### src/rtl/uart_tx_fifo_if.sv
// rtl/uart_tx_fifo_if.sv - host-side handshake bundle for uart_tx_fifo
//
// Signals:
//   i_fTx     write strobe from host, pushes i_Data when o_fReady = 1
//   i_Data    DATA_BITS-wide word to send, LSB first
//   o_fReady  transmitter FIFO not full
//   o_fBusy   frame in progress or words still queued
//   o_fDone   one-cycle pulse in the last cycle of each frame
//   o_Tx      serial line, idle high
// Modports: master = host logic, slave = transmitter.
interface uart_tx_fifo_if #(
  parameter int DATA_BITS = 8
);
  logic                 i_fTx;
  logic [DATA_BITS-1:0] i_Data;
  logic                 o_fReady;
  logic                 o_fBusy;
  logic                 o_fDone;
  logic                 o_Tx;

  modport master (
    output i_fTx,
    output i_Data,
    input  o_fReady,
    input  o_fBusy,
    input  o_fDone,
    input  o_Tx
  );

  modport slave (
    input  i_fTx,
    input  i_Data,
    output o_fReady,
    output o_fBusy,
    output o_fDone,
    output o_Tx
  );
endinterface

### src/rtl/uart_tx_fifo.sv
// rtl/uart_tx_fifo.sv - parametrised UART transmitter with input FIFO
//
// Ports:
//   i_Clk  system clock, rising edge
//   i_Rst  asynchronous active-low reset
//   bus    uart_tx_fifo_if.slave: i_fTx/i_Data in, o_fReady/o_fBusy/o_fDone/o_Tx out
// Frames are start + DATA_BITS + optional parity + STOP_BITS, each bit DIV
// clocks long. Queued words are sent back-to-back with no idle gap.
module uart_tx_fifo #(
  parameter int CLK_FREQ   = 50_000_000,
  parameter int BAUD       = 115200,
  parameter int DATA_BITS  = 8,
  parameter int PARITY     = 0,
  parameter int STOP_BITS  = 1,
  parameter int FIFO_DEPTH = 4
) (
  input  logic          i_Clk,
  input  logic          i_Rst,
  uart_tx_fifo_if.slave bus
);

  localparam int DIV   = CLK_FREQ / BAUD;
  localparam int CNT_W = $clog2(DIV);
  localparam int BIT_W = $clog2(DATA_BITS);
  localparam int PTR_W = $clog2(FIFO_DEPTH);

  localparam logic [CNT_W-1:0] BAUD_LAST = CNT_W'(DIV - 1);
  localparam logic [BIT_W-1:0] DATA_LAST = BIT_W'(DATA_BITS - 1);
  localparam logic [BIT_W-1:0] STOP_LAST = BIT_W'(STOP_BITS - 1);
  localparam logic [PTR_W:0]   DEPTH_C   = (PTR_W + 1)'(FIFO_DEPTH);
  localparam logic             PAR_INV   = (PARITY == 1);

  typedef enum logic [2:0] {
    ST_IDLE,
    ST_START,
    ST_DATA,
    ST_PAR,
    ST_STOP
  } state_t;

  // FIFO storage and pointers
  logic [DATA_BITS-1:0] mem [FIFO_DEPTH];
  logic [PTR_W-1:0]     wr_ptr_q;
  logic [PTR_W-1:0]     rd_ptr_q;
  logic [PTR_W:0]       count_q;
  logic [PTR_W:0]       count_d;
  logic                 ready_q;
  logic                 push;
  logic                 pop;
  logic                 fifo_empty;
  logic [DATA_BITS-1:0] head;

  // Transmit datapath
  state_t               state_q, state_d;
  logic [CNT_W-1:0]     baud_q, baud_d;
  logic [BIT_W-1:0]     bit_q, bit_d;
  logic [DATA_BITS-1:0] shift_q, shift_d;
  logic                 par_q, par_d;
  logic                 tx_q, tx_d;
  logic                 done;
  logic                 tick;

  assign fifo_empty = (count_q == '0);
  assign head       = mem[rd_ptr_q];
  // A write while full is dropped even if a pop frees a slot this cycle.
  assign push       = bus.i_fTx & ready_q;
  assign tick       = (baud_q == BAUD_LAST);

  // Next-state and datapath decisions
  always_comb begin
    state_d = state_q;
    baud_d  = baud_q;
    bit_d   = bit_q;
    shift_d = shift_q;
    par_d   = par_q;
    pop     = 1'b0;
    done    = 1'b0;

    unique case (state_q)
      ST_IDLE: begin
        if (!fifo_empty) begin
          pop     = 1'b1;
          shift_d = head;
          par_d   = (^head) ^ PAR_INV;
          baud_d  = '0;
          bit_d   = '0;
          state_d = ST_START;
        end
      end

      ST_START: begin
        if (tick) begin
          baud_d  = '0;
          bit_d   = '0;
          state_d = ST_DATA;
        end else begin
          baud_d = baud_q + 1'b1;
        end
      end

      ST_DATA: begin
        if (tick) begin
          baud_d  = '0;
          shift_d = shift_q >> 1;
          if (bit_q == DATA_LAST) begin
            bit_d   = '0;
            state_d = (PARITY != 0) ? ST_PAR : ST_STOP;
          end else begin
            bit_d = bit_q + 1'b1;
          end
        end else begin
          baud_d = baud_q + 1'b1;
        end
      end

      ST_PAR: begin
        if (tick) begin
          baud_d  = '0;
          bit_d   = '0;
          state_d = ST_STOP;
        end else begin
          baud_d = baud_q + 1'b1;
        end
      end

      ST_STOP: begin
        if (tick) begin
          baud_d = '0;
          if (bit_q == STOP_LAST) begin
            done  = 1'b1;
            bit_d = '0;
            // Chain straight into the next start bit when a word is waiting.
            if (!fifo_empty) begin
              pop     = 1'b1;
              shift_d = head;
              par_d   = (^head) ^ PAR_INV;
              state_d = ST_START;
            end else begin
              state_d = ST_IDLE;
            end
          end else begin
            bit_d = bit_q + 1'b1;
          end
        end else begin
          baud_d = baud_q + 1'b1;
        end
      end

      default: begin
        state_d = ST_IDLE;
      end
    endcase

    // The line register follows the state being entered, so o_Tx changes
    // on the same edge as the state.
    tx_d = 1'b1;
    unique case (state_d)
      ST_START: tx_d = 1'b0;
      ST_DATA:  tx_d = shift_d[0];
      ST_PAR:   tx_d = par_q;
      default:  tx_d = 1'b1;
    endcase
  end

  always_comb begin
    count_d = count_q;
    unique case ({push, pop})
      2'b10:   count_d = count_q + 1'b1;
      2'b01:   count_d = count_q - 1'b1;
      default: count_d = count_q;
    endcase
  end

  always_ff @(posedge i_Clk or negedge i_Rst) begin
    if (!i_Rst) begin
      state_q  <= ST_IDLE;
      baud_q   <= '0;
      bit_q    <= '0;
      shift_q  <= '0;
      par_q    <= 1'b0;
      tx_q     <= 1'b1;
      wr_ptr_q <= '0;
      rd_ptr_q <= '0;
      count_q  <= '0;
      ready_q  <= 1'b1;
    end else begin
      state_q <= state_d;
      baud_q  <= baud_d;
      bit_q   <= bit_d;
      shift_q <= shift_d;
      par_q   <= par_d;
      tx_q    <= tx_d;
      count_q <= count_d;
      ready_q <= (count_d < DEPTH_C);
      if (push) begin
        wr_ptr_q <= wr_ptr_q + 1'b1;
      end
      if (pop) begin
        rd_ptr_q <= rd_ptr_q + 1'b1;
      end
    end
  end

  // Storage needs no reset: count_q alone decides which entries are valid.
  always_ff @(posedge i_Clk) begin
    if (push) begin
      mem[wr_ptr_q] <= bus.i_Data;
    end
  end

  assign bus.o_Tx     = tx_q;
  assign bus.o_fReady = ready_q;
  assign bus.o_fBusy  = (state_q != ST_IDLE) | ~fifo_empty;
  assign bus.o_fDone  = done;

endmodule

### src/flat_wrapper.sv
// flat-port wrapper written by rule: the top's interface ports become plain ports
module uart_tx_fifo_flat 
#(
  parameter int CLK_FREQ   = 50_000_000,
  parameter int BAUD       = 115200,
  parameter int DATA_BITS  = 8,
  parameter int PARITY     = 0,
  parameter int STOP_BITS  = 1,
  parameter int FIFO_DEPTH = 4
)
  (i_Clk, i_Rst, bus_i_fTx, bus_i_Data, bus_o_fReady, bus_o_fBusy, bus_o_fDone, bus_o_Tx);
  uart_tx_fifo_if #(.DATA_BITS(DATA_BITS)) bus_i ();
  input  logic i_Clk;
  input  logic i_Rst;
  input wire logic [$bits(bus_i.i_fTx)-1:0] bus_i_fTx;
  input wire logic [$bits(bus_i.i_Data)-1:0] bus_i_Data;
  output wire logic [$bits(bus_i.o_fReady)-1:0] bus_o_fReady;
  output wire logic [$bits(bus_i.o_fBusy)-1:0] bus_o_fBusy;
  output wire logic [$bits(bus_i.o_fDone)-1:0] bus_o_fDone;
  output wire logic [$bits(bus_i.o_Tx)-1:0] bus_o_Tx;
  assign bus_i.i_fTx = bus_i_fTx;
  assign bus_i.i_Data = bus_i_Data;
  assign bus_o_fReady = bus_i.o_fReady;
  assign bus_o_fBusy = bus_i.o_fBusy;
  assign bus_o_fDone = bus_i.o_fDone;
  assign bus_o_Tx = bus_i.o_Tx;
  uart_tx_fifo #(.CLK_FREQ(CLK_FREQ), .BAUD(BAUD), .DATA_BITS(DATA_BITS), .PARITY(PARITY), .STOP_BITS(STOP_BITS), .FIFO_DEPTH(FIFO_DEPTH)) u_core (.i_Clk(i_Clk), .i_Rst(i_Rst), .bus(bus_i));
endmodule
### config.mk
export PLATFORM = sky130hd
export DESIGN_NAME = uart_tx_fifo_flat
export DESIGN_NICKNAME = d
export VERILOG_FILES = /design/src/rtl/uart_tx_fifo_if.sv /design/src/rtl/uart_tx_fifo.sv /design/src/flat_wrapper.sv
export SDC_FILE = /design/constraint.sdc
export NUM_CORES = 1
export LEC_CHECK = 0
export BUFFER_PORTS_ARGS = -buffer_cell sky130_fd_sc_hd__buf_2
export CAP_MARGIN = 40
export CORE_MARGIN = 2
export CORE_UTILIZATION = 50
export CTS_BUF_LIST = sky130_fd_sc_hd__clkbuf_4 sky130_fd_sc_hd__clkbuf_8
export DETAILED_ROUTE_END_ITERATION = 8
export GPL_TIMING_DRIVEN = 0
export HOLD_SLACK_MARGIN = 0.15
export PLACE_DENSITY_LB_ADDON = 0.12
export SYNTH_ARGS = -nofsm -noshare
export SYNTH_HDL_FRONTEND = slang
export SYNTH_SLANG_ARGS = --single-unit
### constraint.sdc
create_clock -name i_Clk -period 3 [get_ports i_Clk]
set_input_delay 0.3 -clock i_Clk [delete_from_list [all_inputs] [get_ports i_Clk]]
set_output_delay 0.3 -clock i_Clk [all_outputs]
set_load 0.02 [all_outputs]
==> After elaboration in Yosys (flattened, before gate mapping) <==
Memory sizes are Yosys's and may differ from the RTL's.
Index checks and enable logic that the tools add are counted.
{ "totals": {"register_bits": 33, "mem_bits_rw": 32, "inputBits": 11, "wordCells": 92, "mem_count": 1} }
{ "classes": {"n_addsub": 6, "order_cmp": 1, "eq_ne": 16, "muxes": 39, "bitwise": 3, "n_reduce_logical": 15} }
{ "memory_table": {"columns": ["name", "depth", "word_bits", "rd", "rd_ports_with_merged_regs", "write_ports", "line_no", "source"], "rows": [
  ["u_core.mem", 4, 8, 1, 0, 1, "uart_tx_fifo.sv:42", "logic [DATA_BITS-1:0] mem [FIFO_DEPTH];"]
]} }
{ "ops": {"columns": ["op", "count"], "rows": [
  ["$mux 3", 13],
  ["$mux 8", 4],
  ["$pmux 8 s3", 1],
  ["$mux 9", 2],
  ["$pmux 9 s2", 1],
  ["$pmux 3 s5", 1],
  ["$eq 3x2->1 const B", 4],
  ["$mux 1", 12],
  ["$pmux 3 s4", 1],
  ["$add 9x1->9 const B", 1],
  ["$eq 9x9->1 const B", 1],
  ["$logic_not 3->1", 3],
  ["$ne 2x1->1 const B", 4],
  ["$reduce_xor 8->1", 1],
  ["$add 3x1->3 const B", 2],
  ["$eq 3x1->1 const B", 2],
  ["$eq 3x3->1 const B", 2],
  ["$pmux 3 s2", 1],
  ["$reduce_bool 3->1", 2],
  ["$reduce_and 5->1", 1],
  ["$add 2x1->2 const B", 2],
  ["$pmux 1 s2", 2],
  ["$reduce_and 4->1", 1],
  ["$reduce_bool 2->1", 2],
  ["other kinds (14)", 14]
]} }

==> Logic depth before layout (Yosys ltp) <==
{ "depth": {"word_depth": 8, "ltp_mapped": 13} }

==> Worst setup path after synthesis <==
No wires, ideal clock.
{ "synth_timing": {"kind": "reg2reg", "from": "register u_core.baud_q[1]", "to": "register u_core.count_q[1]", "setup_ps": 125, "arrival_ps": 2499, "required_ps": 2875, "setup_slack_ps": 376, "stages_incl_launch_ff": 11, "path_cell_list": "dfrtp_1 > inv_1 > ha_1 > nand4bb_1 > clkbuf_2 > o31a_1 > nor4_2 > buf_4 > ha_1 > fa_1 > mux2_2"} }
{ "synth_between": {"elab_chain_cells": 5, "word_cells_on_any_way": 6, "cone_classes": "eq/ne (3); mux (3)"} }
{ "synth_rtl": {"columns": ["item", "line_no", "source"], "rows": [
  ["start, declared", "uart_tx_fifo.sv:55", "logic [CNT_W-1:0] baud_q, baud_d;"],
  ["start signal, assigned", "uart_tx_fifo.sv:188", "baud_q <= baud_d;"],
  ["$eq 9x9->1 *", "uart_tx_fifo.sv:67", "assign tick = (baud_q == BAUD_LAST);"],
  ["$mux 1 *", "uart_tx_fifo.sv:127", "if (tick) begin"],
  ["$pmux 1 s2 *", "uart_tx_fifo.sv:79", "unique case (state_q)"],
  ["net u_core.pop", "uart_tx_fifo.sv:49", "logic pop;"],
  ["$eq 2x1->1 or $eq 2x2->1 (tied branches)", "uart_tx_fifo.sv:167", "unique case ({push, pop})"],
  ["$pmux 3 s2 *", "uart_tx_fifo.sv:167", null],
  ["end signal, assigned", "uart_tx_fifo.sv:193", "count_q <= count_d;"],
  ["end, declared", "uart_tx_fifo.sv:45", "logic [PTR_W:0] count_q;"]
]} }
Mark *: on every way through the listed nets, which the timed path passes. The rest lies on a longest branch.
A chain may end at the register's enable or synchronous reset.

==> Worst setup path after layout <==
Ends and elaborated chain as after synthesis.

==> results_dict.tcl <==
set metrics [dict create \
    status "finished, final reports clean" \
    slowest_stage "dfrtp_1" \
    placeableCoreArea_um2 5890 \
    syn_to_final_growth_pct 13.8 \
    power_density_nw_per_um2 903 \
    worst-path-buf-inv 3 \
    routed_wl_mm 5.18 \
    layout-drive-gt1-share_pct 19.4 \
    dp_hpwl_mm 3.64 \
    ys.flop_type "edfxtp_1" \
    stdcell_area_um2 3460 \
    synth-xor-area-share_pct 4.32 \
    skew_ns 0.00848 \
    synthTopCellsByCount "edfxtp_1, dfrtp_1, nand2_1" \
    cts_tree "yes" \
    synth_area_leader_cell "edfxtp_1" \
    vias 1890 \
    placed_area_um2 3200 \
    drv_slew 0 \
    synth_area_um2 3040 \
    antenna_found_initial 0 \
    timing.fmax_mhz 358 \
    track_usage_pct 18.2 \
    slew_headroom_pct 40.8 \
    synth-simple-area-share_pct 11.3 \
    globalRouteMet2Util_pct 27.6 \
    grtUsageMet3_pct 5.60 \
    hold_slack_ns 0.171 \
    synth_enable_flop_cells 32 \
    reg2reg_slack_ns 0.21 \
    avgRoutedWirePerCell_um 15.1 \
    fillers 471 \
    die_w_um 81.9 \
    cts_root_buf "clkbuf_8" \
    post_cts_buffers 0 \
    cpLargestDelayFamily "adder cells" \
    grt_pass1_wl_mm 8.90 \
    vdd_ir_drop_max_v 0.000613 \
    diodes 0 \
    crit_top_cell "ha_1" \
    numPortBuffers 14 \
    overflow 0 \
    worst_pin_slew_ns 0.878 \
    num_io_pins 15 \
    synth_top_area_share_pct 31.6 \
    muxShareOfSynthArea_pct 7.33 \
    finalSetupTns_ns 0 \
    clkTransAtPathRegs_ns 0.08 \
    finalCritPeriodShare_pct 93.1 \
    setup_viol_count_final 0 \
    grt_pass1_vias 1878 \
    p_leak_uw 0.00137 \
    rsz0062_at_grt "false" \
    grt_max_degree 34 \
    use_met1_pct 23.9 \
    criticalPathCategory "register to register" \
    synth.distinct_cells 47 \
    synth.most_common_cell "edfxtp_1" \
    ys_ff_latch 65 \
    async_reset_ff_share_pct 50.8 \
    nets 285 \
    htreeDepth 3 \
    start_util_pct 51.6 \
    synth_area_per_cell_um2 12.9 \
    netlist_instances 236 \
    worstPathRequired_ns 3.23 \
    layout_min_cycle_time_ns 2.79 \
    die-area_um2 6710 \
    synthAdderAreaFrac_pct 4.78 \
    endpoint_kind "register" \
    worst-path-max-fanout 10 \
    route.detailed.drc 0 \
    cts.sinks 65 \
    busiest_layer "met2" \
    synth.area.top_cells "edfxtp_1, dfrtp_1, mux4_2" \
    synth_top_family_by_area "simple AND/OR/NAND/NOR gates" \
    seq_area_frac_synth_pct 58.9 \
    crit_path_max_incr_delay_ns 0.42 \
    globalplace.congestion 0.864 \
    final_hold_viol_count 0 \
    drtIter0Drc 130 \
    synth_fp_nets 258 \
    avgViaCountPerCell 5.51 \
    synth-compound-area-share_pct 10.0 \
    ys_warn_count 0 \
    first_pass_iters 4 \
    numCtsBuffers 9 \
    rows 28 \
    ant_nets 0 \
    cts_buffer_depth 2 \
    hp-class "input port to register" \
    dieHeight_um 81.9 \
    drv_cap 0 \
    clock_latency_ns 0.34 \
    cp-start-kind "register" \
    arrival_ns 3.02 \
    path_cells "inv_1 -> ha_1 -> nand4bb_1 -> clkbuf_2 -> o31a_1 -> nor4_4 -> buf_4 -> ha_1 -> fa_1 -> mux2_2" \
]
-- power breakdown --
part	leakage (uW)	switching, uW	internal, uW
Clock	0.000110	363	476
Combinational	0.000554	496	476
Sequential	0.000701	138	1170
-- layer usage --
layer  vias up  share of wire [%]
met5         -                  0
met4         0                2.1
met3         8                3.6
met2        35                 47
met1       924                 47
li1        923                  -
-- path summary, 6_finish.rpt --
check | start | endpoint | depth (start not counted)
worst max-delay path | u_core.baud_q[1] | u_core.count_q[1] | 10
worst min-delay path | bus_i_Data[5] | u_core.mem[1][5] | 1
worst max register to register | u_core.baud_q[1] | u_core.count_q[1] | 10
worst min register to register | u_core.baud_q[3] | u_core.baud_q[3] | 1
max in group asynchronous | i_Rst | async pin | 2
min in group asynchronous | i_Rst | u_core.baud_q[2] | 2
-- logic make-up after synthesis --
group | after synthesis
simple gates | 67
flops | 65
compound gates | 41
buf+inv | 25
xor+xnor | 15
mux | 12
fa+ha+maj | 11
-- stage by stage --
stage	util (%)	total power, uW	setup slack [ns]	cells
global placement	54.4	2280	0.117	325
floorplan	-	2090	0.376	236
detailed placement	54.4	2310	0.0742	325
CTS	58.6	3160	0.0466	343
global route	58.7	3340	0.00881	343
finish	58.7	3120	0.206	343
-- layout by cell type, fill, tap and decap left out, types with 3 or more instances in the layout --
master	synthesis	layout
a21oi_1	3	3
and3_1	7	7
buf_2	2	16
clkbuf_1	4	4
clkbuf_8	0	9
dfrtp_1	31	31
edfxtp_1	32	32
ha_1	10	10
inv_1	16	16
mux4_2	8	8
nand2_1	19	19
nand2b_1	3	3
nand3_1	9	9
nor2_1	13	13
nor3_1	4	4
o21ai_0	14	14
o221ai_1	6	6
o31ai_1	4	4
xnor2_1	12	12
xor2_1	3	3
-- registers in the layout (all words and copies together) (netlist names), named ones only --
signal / flops
u_core.count_q: 2
u_core.rd_ptr_q: 2
u_core.state_q: 3
u_core.bit_q: 3
u_core.bus.o_fReady: 1
u_core.mem: 32
u_core.par_q: 1
u_core.bus.o_Tx: 1
u_core.shift_q: 8
u_core.wr_ptr_q: 2
u_core.baud_q: 9
-- cell type report --
class,instances,area (um^2),area share (%)
buffer,9,41.3,1.19
clock buffer,9,124,3.58
clock inverter,7,103,2.97
inverter,16,60.1,1.74
multi-input combinational,146,1160,33.4
sequential,65,1790,51.8
tap,75,93.8,2.71
timing repair buffer,16,90.1,2.61
-- what timing repair did --
| action | 4_1_cts | 5_1_grt |
|---|---|---|
| hold endpoints to repair | 35 | 0 |
| gates resized for setup | 0 | 1 |
| setup endpoints to repair | 0 | 3 |
| hold buffers | 2 | 0 |
Note: power is estimated with default switching activity, not from simulation.
